==> src/rtl/rv32i_decode_queue.sv <==
// RV32I instruction decoder feeding a circular queue of decoded control bundles.
// Optional build macro RV32M_DECODE_EN adds decode of the RV32M multiply group.
module rv32i_decode_queue #(
    parameter int unsigned DEPTH = 4,
    parameter int unsigned XLEN  = 32,
    parameter int unsigned CNT_W = $clog2(DEPTH) + 1
) (
    input  logic             clk,
    input  logic             rst,
    input  logic             flush,
    input  logic             in_valid,
    output logic             in_ready,
    input  logic [31:0]      in_instr,
    input  logic [XLEN-1:0]  in_pc,
    output logic             out_valid,
    input  logic             out_ready,
    output logic [XLEN-1:0]  out_pc,
    output logic [4:0]       out_rd,
    output logic [4:0]       out_rs1,
    output logic [4:0]       out_rs2,
    output logic [XLEN-1:0]  out_imm,
    output logic [3:0]       out_alu_op,
    output logic [2:0]       out_funct3,
    output logic [8:0]       out_ctrl,
    output logic [1:0]       out_result_src,
    output logic [CNT_W-1:0] count
);
    localparam int unsigned PTR_W = (DEPTH > 1) ? $clog2(DEPTH) : 1;

    localparam logic [6:0] OP_R     = 7'b0110011;
    localparam logic [6:0] OP_I     = 7'b0010011;
    localparam logic [6:0] OP_LOAD  = 7'b0000011;
    localparam logic [6:0] OP_STORE = 7'b0100011;
    localparam logic [6:0] OP_BR    = 7'b1100011;
    localparam logic [6:0] OP_JAL   = 7'b1101111;
    localparam logic [6:0] OP_JALR  = 7'b1100111;
    localparam logic [6:0] OP_LUI   = 7'b0110111;
    localparam logic [6:0] OP_AUIPC = 7'b0010111;

    typedef struct packed {
        logic [XLEN-1:0] pc;
        logic [4:0]      rd;
        logic [4:0]      rs1;
        logic [4:0]      rs2;
        logic [XLEN-1:0] imm;
        logic [3:0]      alu_op;
        logic [2:0]      funct3;
        logic [8:0]      ctrl;
        logic [1:0]      result_src;
    } entry_t;

    function automatic logic [3:0] alu_from_f3(input logic [2:0] fn, input logic alt);
        logic [3:0] op;
        case (fn)
            3'b000:  op = alt ? 4'd1 : 4'd0;
            3'b001:  op = 4'd2;
            3'b010:  op = 4'd3;
            3'b011:  op = 4'd4;
            3'b100:  op = 4'd5;
            3'b101:  op = alt ? 4'd7 : 4'd6;
            3'b110:  op = 4'd8;
            default: op = 4'd9;
        endcase
        return op;
    endfunction

    logic [6:0]  opcode;
    logic [2:0]  f3;
    logic [6:0]  f7;
    logic [31:0] imm_i, imm_s, imm_b, imm_u, imm_j;

    assign opcode = in_instr[6:0];
    assign f3     = in_instr[14:12];
    assign f7     = in_instr[31:25];
    assign imm_i  = {{20{in_instr[31]}}, in_instr[31:20]};
    assign imm_s  = {{20{in_instr[31]}}, in_instr[31:25], in_instr[11:7]};
    assign imm_b  = {{19{in_instr[31]}}, in_instr[31], in_instr[7], in_instr[30:25], in_instr[11:8], 1'b0};
    assign imm_u  = {in_instr[31:12], 12'b0};
    assign imm_j  = {{11{in_instr[31]}}, in_instr[31], in_instr[19:12], in_instr[20], in_instr[30:21], 1'b0};

    logic        reg_write, mem_read, mem_write, branch, jump, jalr, alu_src_imm, alu_a_pc, illegal;
    logic [3:0]  dec_alu_op;
    logic [1:0]  dec_result_src;
    logic [31:0] dec_imm;
    entry_t      dec_entry;

    // Per-opcode decode; illegal encodings leave every write/branch/jump flag clear.
    always_comb begin
        reg_write      = 1'b0;
        mem_read       = 1'b0;
        mem_write      = 1'b0;
        branch         = 1'b0;
        jump           = 1'b0;
        jalr           = 1'b0;
        alu_src_imm    = 1'b0;
        alu_a_pc       = 1'b0;
        illegal        = 1'b0;
        dec_alu_op     = 4'd0;
        dec_result_src = 2'd0;
        dec_imm        = 32'd0;
        case (opcode)
            OP_R: begin
                if (f7 == 7'b0000000 || f7 == 7'b0100000) begin
                    reg_write  = 1'b1;
                    dec_alu_op = alu_from_f3(f3, f7[5]);
                end
`ifdef RV32M_DECODE_EN
                else if (f7 == 7'b0000001 && !f3[2]) begin
                    reg_write  = 1'b1;
                    dec_alu_op = 4'd10 + {2'b00, f3[1:0]};
                end
`endif
                else begin
                    illegal = 1'b1;
                end
            end
            OP_I: begin
                reg_write   = 1'b1;
                alu_src_imm = 1'b1;
                dec_imm     = imm_i;
                dec_alu_op  = alu_from_f3(f3, (f3 == 3'b101) && in_instr[30]);
            end
            OP_LOAD: begin
                if (f3 != 3'b011 && f3 != 3'b110 && f3 != 3'b111) begin
                    reg_write      = 1'b1;
                    mem_read       = 1'b1;
                    alu_src_imm    = 1'b1;
                    dec_result_src = 2'd1;
                    dec_imm        = imm_i;
                end else begin
                    illegal = 1'b1;
                end
            end
            OP_STORE: begin
                if (!f3[2] && f3 != 3'b011) begin
                    mem_write   = 1'b1;
                    alu_src_imm = 1'b1;
                    dec_imm     = imm_s;
                end else begin
                    illegal = 1'b1;
                end
            end
            OP_BR: begin
                branch     = 1'b1;
                dec_alu_op = 4'd1;
                dec_imm    = imm_b;
            end
            OP_JAL: begin
                reg_write      = 1'b1;
                jump           = 1'b1;
                dec_result_src = 2'd2;
                dec_imm        = imm_j;
            end
            OP_JALR: begin
                reg_write      = 1'b1;
                jump           = 1'b1;
                jalr           = 1'b1;
                alu_src_imm    = 1'b1;
                dec_result_src = 2'd2;
                dec_imm        = imm_i;
            end
            OP_LUI: begin
                reg_write      = 1'b1;
                dec_result_src = 2'd3;
                dec_imm        = imm_u;
            end
            OP_AUIPC: begin
                reg_write   = 1'b1;
                alu_a_pc    = 1'b1;
                alu_src_imm = 1'b1;
                dec_imm     = imm_u;
            end
            default: illegal = 1'b1;
        endcase
    end

    always_comb begin
        dec_entry.pc         = in_pc;
        dec_entry.rd         = in_instr[11:7];
        dec_entry.rs1        = in_instr[19:15];
        dec_entry.rs2        = in_instr[24:20];
        dec_entry.imm        = XLEN'($signed(dec_imm));
        dec_entry.alu_op     = dec_alu_op;
        dec_entry.funct3     = f3;
        dec_entry.ctrl       = {reg_write, mem_read, mem_write, branch, jump, jalr,
                                alu_src_imm, alu_a_pc, illegal};
        dec_entry.result_src = dec_result_src;
    end

    entry_t            mem_q [DEPTH];
    entry_t            mem_d [DEPTH];
    logic [PTR_W-1:0]  wr_ptr_q, wr_ptr_d, rd_ptr_q, rd_ptr_d;
    logic [CNT_W-1:0]  count_q, count_d;
    logic              push_c, pop_c;

    assign in_ready  = (count_q != CNT_W'(DEPTH));
    assign out_valid = (count_q != '0);
    assign push_c    = in_valid & in_ready;
    assign pop_c     = out_valid & out_ready;

    // Queue pointer/occupancy update; flush wins over any push or pop.
    always_comb begin
        mem_d    = mem_q;
        wr_ptr_d = wr_ptr_q;
        rd_ptr_d = rd_ptr_q;
        count_d  = count_q;
        if (flush) begin
            wr_ptr_d = '0;
            rd_ptr_d = '0;
            count_d  = '0;
        end else begin
            if (push_c) begin
                mem_d[wr_ptr_q] = dec_entry;
                wr_ptr_d        = wr_ptr_q + PTR_W'(1);
            end
            if (pop_c) begin
                rd_ptr_d = rd_ptr_q + PTR_W'(1);
            end
            if (push_c && !pop_c) begin
                count_d = count_q + CNT_W'(1);
            end else if (pop_c && !push_c) begin
                count_d = count_q - CNT_W'(1);
            end
        end
    end

    always_ff @(posedge clk) begin
        if (rst) begin
            wr_ptr_q <= '0;
            rd_ptr_q <= '0;
            count_q  <= '0;
            for (int unsigned i = 0; i < DEPTH; i++) begin
                mem_q[i] <= '0;
            end
        end else begin
            wr_ptr_q <= wr_ptr_d;
            rd_ptr_q <= rd_ptr_d;
            count_q  <= count_d;
            mem_q    <= mem_d;
        end
    end

    assign out_pc         = mem_q[rd_ptr_q].pc;
    assign out_rd         = mem_q[rd_ptr_q].rd;
    assign out_rs1        = mem_q[rd_ptr_q].rs1;
    assign out_rs2        = mem_q[rd_ptr_q].rs2;
    assign out_imm        = mem_q[rd_ptr_q].imm;
    assign out_alu_op     = mem_q[rd_ptr_q].alu_op;
    assign out_funct3     = mem_q[rd_ptr_q].funct3;
    assign out_ctrl       = mem_q[rd_ptr_q].ctrl;
    assign out_result_src = mem_q[rd_ptr_q].result_src;
    assign count          = count_q;

endmodule

==> config.mk <==
export PLATFORM = sky130hd
export DESIGN_NAME = rv32i_decode_queue
export DESIGN_NICKNAME = d
export VERILOG_FILES = /design/src/rtl/rv32i_decode_queue.sv
export SDC_FILE = /design/constraint.sdc
export NUM_CORES = 1
export LEC_CHECK = 0
export BUFFER_PORTS_ARGS = -buffer_cell sky130_fd_sc_hd__buf_2
export CAP_MARGIN = 30
export CORE_MARGIN = 2
export CORE_UTILIZATION = 30
export DETAILED_ROUTE_END_ITERATION = 8
export GPL_TIMING_DRIVEN = 0
export PLACE_DENSITY = 0.57
export REMOVE_ABC_BUFFERS = 1
export SLEW_MARGIN = 0
export SYNTH_ARGS = -nofsm -noshare
export SYNTH_HDL_FRONTEND = slang
export SYNTH_SLANG_ARGS = --single-unit
==> constraint.sdc <==
create_clock -name clk -period 2.4 [get_ports clk]
set_clock_uncertainty 0.05 [all_clocks]
set_input_delay 0.24 -clock clk [delete_from_list [all_inputs] [get_ports clk]]
set_output_delay 0.24 -clock clk [all_outputs]
set_load 0.01 [all_outputs]
## Yosys cells after proc, flatten, opt, wreduce, memory -nomap -nowiden

Cells that the tools add are included.
Widths: inputs -> output; s select.

- Add/subtract/negate cells: 4
- Multipliers: 0
- Divide/modulo/power cells: 0
- Magnitude comparators: 3
- Equal/unequal tests: 20
- Shifts and indexed selects: 0
- Muxes and demuxes: 36
- Bitwise logic cells: 5
- Reductions and logical operators: 23

Operator list:

| kind | count |
|---|---|
| $bwmux 388 | 1 |
| $mux 97 | 3 |
| $bmux 97 s2 | 1 |
| $demux 97 s2 | 1 |
| $pmux 32 s6 | 1 |
| $mux 32 | 2 |
| $pmux 4 s7 | 2 |
| $eq 7x6->1 const B | 4 |
| $eq 7x7->1 const B | 3 |
| $mux 1 | 17 |
| $eq 7x5->1 const B | 2 |
| $pmux 4 s3 | 1 |
| $eq 3x3->1 const B | 3 |
| $ne 3x3->1 const B | 3 |
| $reduce_or 2->1 | 4 |
| $eq 7x2->1 const B | 1 |
| $logic_and 1x1->1 | 7 |
| $logic_not 7->1 | 1 |
| $eq 3x2->1 const B | 2 |
| $ge 3x3->1 const B | 2 |
| $mux 3 | 2 |
| $not 2->3 | 2 |
| $pmux 1 s3 | 2 |
| $pmux 2 s3 | 1 |
| other kinds (19) | 23 |

- Register bits: 395
- Bits in latches: 0
- RAM bits: 0
- Memory bits (read-only): 0
- Output and inout bits: 102
- Word-level logic and storage cells: 130
- Memories kept: 0

## Longest topological paths before layout

- Word-level depth: 6
- Gate-level depth with buffers: 10

## Worst setup path before layout

Ideal clock, no wire load.

- Kind: register -> register
- From: register count_q[0] (netlist: count[0])
- To: register count_q[2] (netlist: count[2])
- Setup time: 0.070 ns
- Arrival time: 2.098 ns
- Required time: 2.280 ns
- Slack: 0.182 ns
- Stages on the path, launching flop included: 11
- Buffers on the path: 1
- Period minus slack after synthesis: 2.218 ns
- Path through: dfxtp_1 > or3b_2 > buf_2 > nand2_1 > inv_1 > ha_1 > inv_1 > fa_1 > xor2_1 > or3_1 > a21oi_1

- Cells in the longest elaborated chain, start to end: 5
- Elaborated cells between the ends (all ways): 13

RTL lines:

| element | line | source |
|---|---|---|
| from (decl) | 193 | `logic [CNT_W-1:0] count_q, count_d;` |
| from (signal assigned) | 238 | `count_q <= count_d;` |
| $ne 3x3->1 (*) | 196 | `assign in_ready = (count_q != CNT_W'(DEPTH));` |
| net in_ready | 12 | `output logic in_ready,` |
| $and 1x1->1 (*) | 198 | `assign push_c = in_valid & in_ready;` |
| net push_c | 194 | `logic push_c, pop_c;` |
| $logic_not 1->1 | 221 | `end else if (pop_c && !push_c) begin` |
| $logic_and 1x1->1 | 221 |  |
| $reduce_bool 2->1 (no source line) | -- |  |

Mark *: on every way through the listed nets, which the timed path passes. The rest lies on a longest branch. The select of a mux whose other input is x is not followed.
A chain may end at the register's enable or synchronous reset.

## Final worst setup path

- From: register rd_ptr_q[1]
- To: output port out_ctrl[0]

- Cells in the longest elaborated chain, start to end: 4

RTL lines:

| element | line | source |
|---|---|---|
| from (decl) | 192 | `logic [PTR_W-1:0] wr_ptr_q, wr_ptr_d, rd_ptr_q, rd_ptr_d;` |
| from (signal assigned) | 237 | `rd_ptr_q <= rd_ptr_d;` |
| $not 2->3 (not written as such) | 250 | `assign out_ctrl = mem_q[rd_ptr_q].ctrl;` |
| $bmux 97 s2 | 250 |  |
| $mux 97 (2 in series) | -- |  |
| to (decl) | 24 | `output logic [8:0] out_ctrl,` |

No other way between the ends. The select of a mux whose other input is x is not followed.

==> metrics <==
status finished, violations left; failing checks negative setup slack; XOR/XNOR share of the synthesized area less than 1%; antenna violations before repair 5; Critical Path Max Stage Delay about 0.58 ns; post-synthesis cell count about 1900; Compound-Gate Fraction of Synth Area ~16%; CTS Buffer Depth 3; Max FO, Critical Path 10; final setup margin -0.0151 ns; Max IR drop VDD between 0.4 and 0.5 mV; Routed Antenna Nets 0; Die Span Y ~240 µm; class of the tightest hold or removal check in2reg; max_cap viols 0; Final Max Tran Viols 0; fmax between 0.4 and 0.5 GHz; crit path DAT between 2 and 2.5 ns; LEAKAGE about 0.0073 µW; post-synthesis mux area share around an eighth; RSZ-0062 raised after global routing yes; CTS tree yes; crit-path cells buf_12 -> buf_6 -> buf_16 -> mux4_2 -> buf_6; hold depth 3; Worst EP required 2.11 ns; IO buf count 170; adder-cell share of the synthesized area less than 1%; core box area roughly 0.055 mm²; crit path kind reg2out; Max stage delay cell, worst path mux4_2; share of cells above drive strength 1 between 20% and 30%; WL/cell 21.9 µm; clk_lat worst skew 0.59 ns; register area share after synthesis about 47%; Worst setup SP type register; hold slack 0.0563 ns; Synth warnings 0; IO Pins 171; post-synthesis simple-gate area fraction 18.2%; setup slack on the worst flop-to-flop path ~0.13 ns; Routed WL 62000 µm; Avg Cell Area, Syn 8.92 µm²; worst hold path endpoint mem_q[12]$_SDFFE_PP0P_; Iter 0 DRT Violations 1227; Final period util 101%; area delta synth->final 27.3%; slew margin rel. a little under two fifths; first-pass GRT wire length slightly below 90000 µm; worst flop-to-flop path startpoint count[0]$_SDFFE_PP0P_; H-tree depth 2; Row Count 86; Residual DRC 0; HP Start in_instr[13]; Post-synth EDFFs 0; Die X between 200 and 250 µm; Pre-antenna DRT Iters 7; post-synth cell types between 50 and 60; mapped cell area 0.0168 mm²; post-DP HPWL roughly 31000 µm; synthesized flop and latch total between 300 and 400; post-layout net count ~2100; Vias approximately 15000; Util after Layout approximately 39%; pwr/cell area ~730 mW/mm²; CTS Sinks about 400; worst r2r dst mem_q[229]$_SDFFE_PP0P_; largest family of logic cells by synthesized area simple AND/OR/NAND/NOR gates; CP endpoint kind output port; Fin. Hold Viols 0; Setup Viol. Count Final 5; placer congestion estimate between 0.7 and 0.8; Fillers roughly 5500; Global Route Usage Sum 20.4%; clock-pin slew on the worst setup and hold paths around 0.060 ns; Vias/cell approximately 5.3; Worst-Margin Slew about 0.95 ns; grt ovf 0; Post-synth ARST share 0%; CP dominant cell by count buf_6; largest net degree at the start of global routing around 160; CTS Buf Count 47; root buffer cell clkbuf_16; die area between 0.05 and 0.06 mm²; Tmin final 2.42 ns; worst reg2reg path depth 8; Most used DFF post-synth dfxtp_1; Initial Util between 30% and 40%; vias in the first global route 14600
## layout by cell type, fill, tap and decap left out, drive strengths merged, types with 5 or more instances in the layout
cell	count
nand4	5
nor3	24
buf	215
nand3	51
nor2	149
mux2i	5
a211oi	69
a21oi	298
dfxtp	395
inv	8
nand3b	13
ha	5
o21ai	19
mux4	97
o22ai	5
dlygate4sd3	58
and3	10
bufinv	6
a22oi	34
o2111ai	9
nand2	483
clkinv	7
clkbuf	69
## critical path: cells and delay by family (launching register included)
family	cells	cell delay, ns
buffers and inverters	4	0.57
multiplexers	1	0.58
flip-flops	1	0.37
## what timing repair did
action | in CTS | in global routing
hold buffers | 58 | 0
endpoints found under the hold margin | 251 | 0
gates resized for setup | 60 | 8
buffers inserted | 13 | 14
gates cloned | 15 | 6
setup endpoints to repair | 200 | 195
pin swaps | 27 | 2
## through the flow
| step | power (µW) | cell area [µm²] | setup slack [ns] | TNS, ns | std cells |
|---|---|---|---|---|---|
| 2_1_floorplan | 7410 | 16000 | -2.52 | -484.05 | 1711 |
| 3_3_place_gp | 7980 | 17800 | -5.31 | -1853.62 | 2629 |
| 3_5_place_dp | 8000 | 18200 | -1.04 | -118.69 | 2643 |
| 4_1_cts | 15700 | 21200 | -0.0822 | -1.10 | 2811 |
| 5_1_grt | 16200 | 21400 | -0.0725 | -1.03 | 2832 |
| 6_report | 15600 | 21400 | -0.0151 | -0.0282 | 2832 |
## power by group
| part | switching [µW] | internal (µW) |
|---|---|---|
| logic | 827 | 541 |
| clock network | 2920 | 4580 |
| registers | 66.5 | 6680 |
## per-layer routing
layer / GRT usage [%] / share of wire [%] / wire [µm]
met1: 26.4 / 42 / 26200
met2: 33.8 / 47 / 29400
met3: 4.07 / 7.4 / 4570
met4: 7.67 / 3.0 / 1890
met5: 0 / 0 / 0
## layout make-up
| cell class | instances | area (µm²) | area share, % |
|---|---|---|---|
| timing repair buffer | 279 | 2600 | 12.1 |
| tap | 748 | 936 | 4.37 |
| sequential | 395 | 7920 | 37.0 |
| clock buffer | 65 | 1360 | 6.33 |
| antenna | 2 | 5.00 | 0.0234 |
| inverter | 7 | 26.3 | 0.123 |
| clock inverter | 17 | 265 | 1.24 |
| multi-input combinational | 1319 | 8300 | 38.8 |
## state kept, by name, indices dropped and copies added (netlist names)
name	count
count	3
mem_q	388
rd_ptr_q	2
wr_ptr_q	2
## worst max-delay path by stage
stage / start / to / cells after the start
finish: rd_ptr_q[1]$_SDFFE_PP0P_ / out_ctrl[0] / 5
global route: rd_ptr_q[1]$_SDFFE_PP0P_ / out_ctrl[0] / 5
CTS: count[2]$_SDFFE_PP0P_ / count[2]$_SDFFE_PP0P_ / 9
detailed placement: in_valid / mem_q[132]$_SDFFE_PP0P_ / 7
global placement: rd_ptr_q[1]$_SDFFE_PP0P_ / out_ctrl[8] / 2
floorplan: rd_ptr_q[1]$_SDFFE_PP0P_ / out_alu_op[3] / 1
## cells by family after synthesis
group | Yosys count
compound gates | 447
mux | 102
xor+xnor | 5
fa+ha+maj | 6
flops | 395
buf+inv | 181
simple gates | 749
## cell usage after synthesis (5+ instances only)
master / count / area share, %
ha_1: 5 / 0.37
nor2_1: 149 / 3.3
o2111ai_1: 9 / 0.47
nand2_1: 483 / 11
nor3_1: 24 / 0.71
inv_1: 7 / 0.16
buf_6: 5 / 0.33
o22ai_1: 5 / 0.19
mux2i_1: 5 / 0.30
mux4_2: 97 / 13
o21ai_0: 17 / 0.51
buf_4: 18 / 0.80
nand3_1: 46 / 1.4
buf_2: 56 / 1.7
a211oi_1: 69 / 3.1
clkbuf_1: 80 / 1.8
buf_1: 14 / 0.31
a21oi_1: 294 / 8.7
and3_1: 5 / 0.19
a22oi_1: 34 / 1.5
nand4_1: 5 / 0.19
dfxtp_1: 395 / 47
nand3b_1: 13 / 0.58
Note: power is estimated with default switching activity, not from simulation.
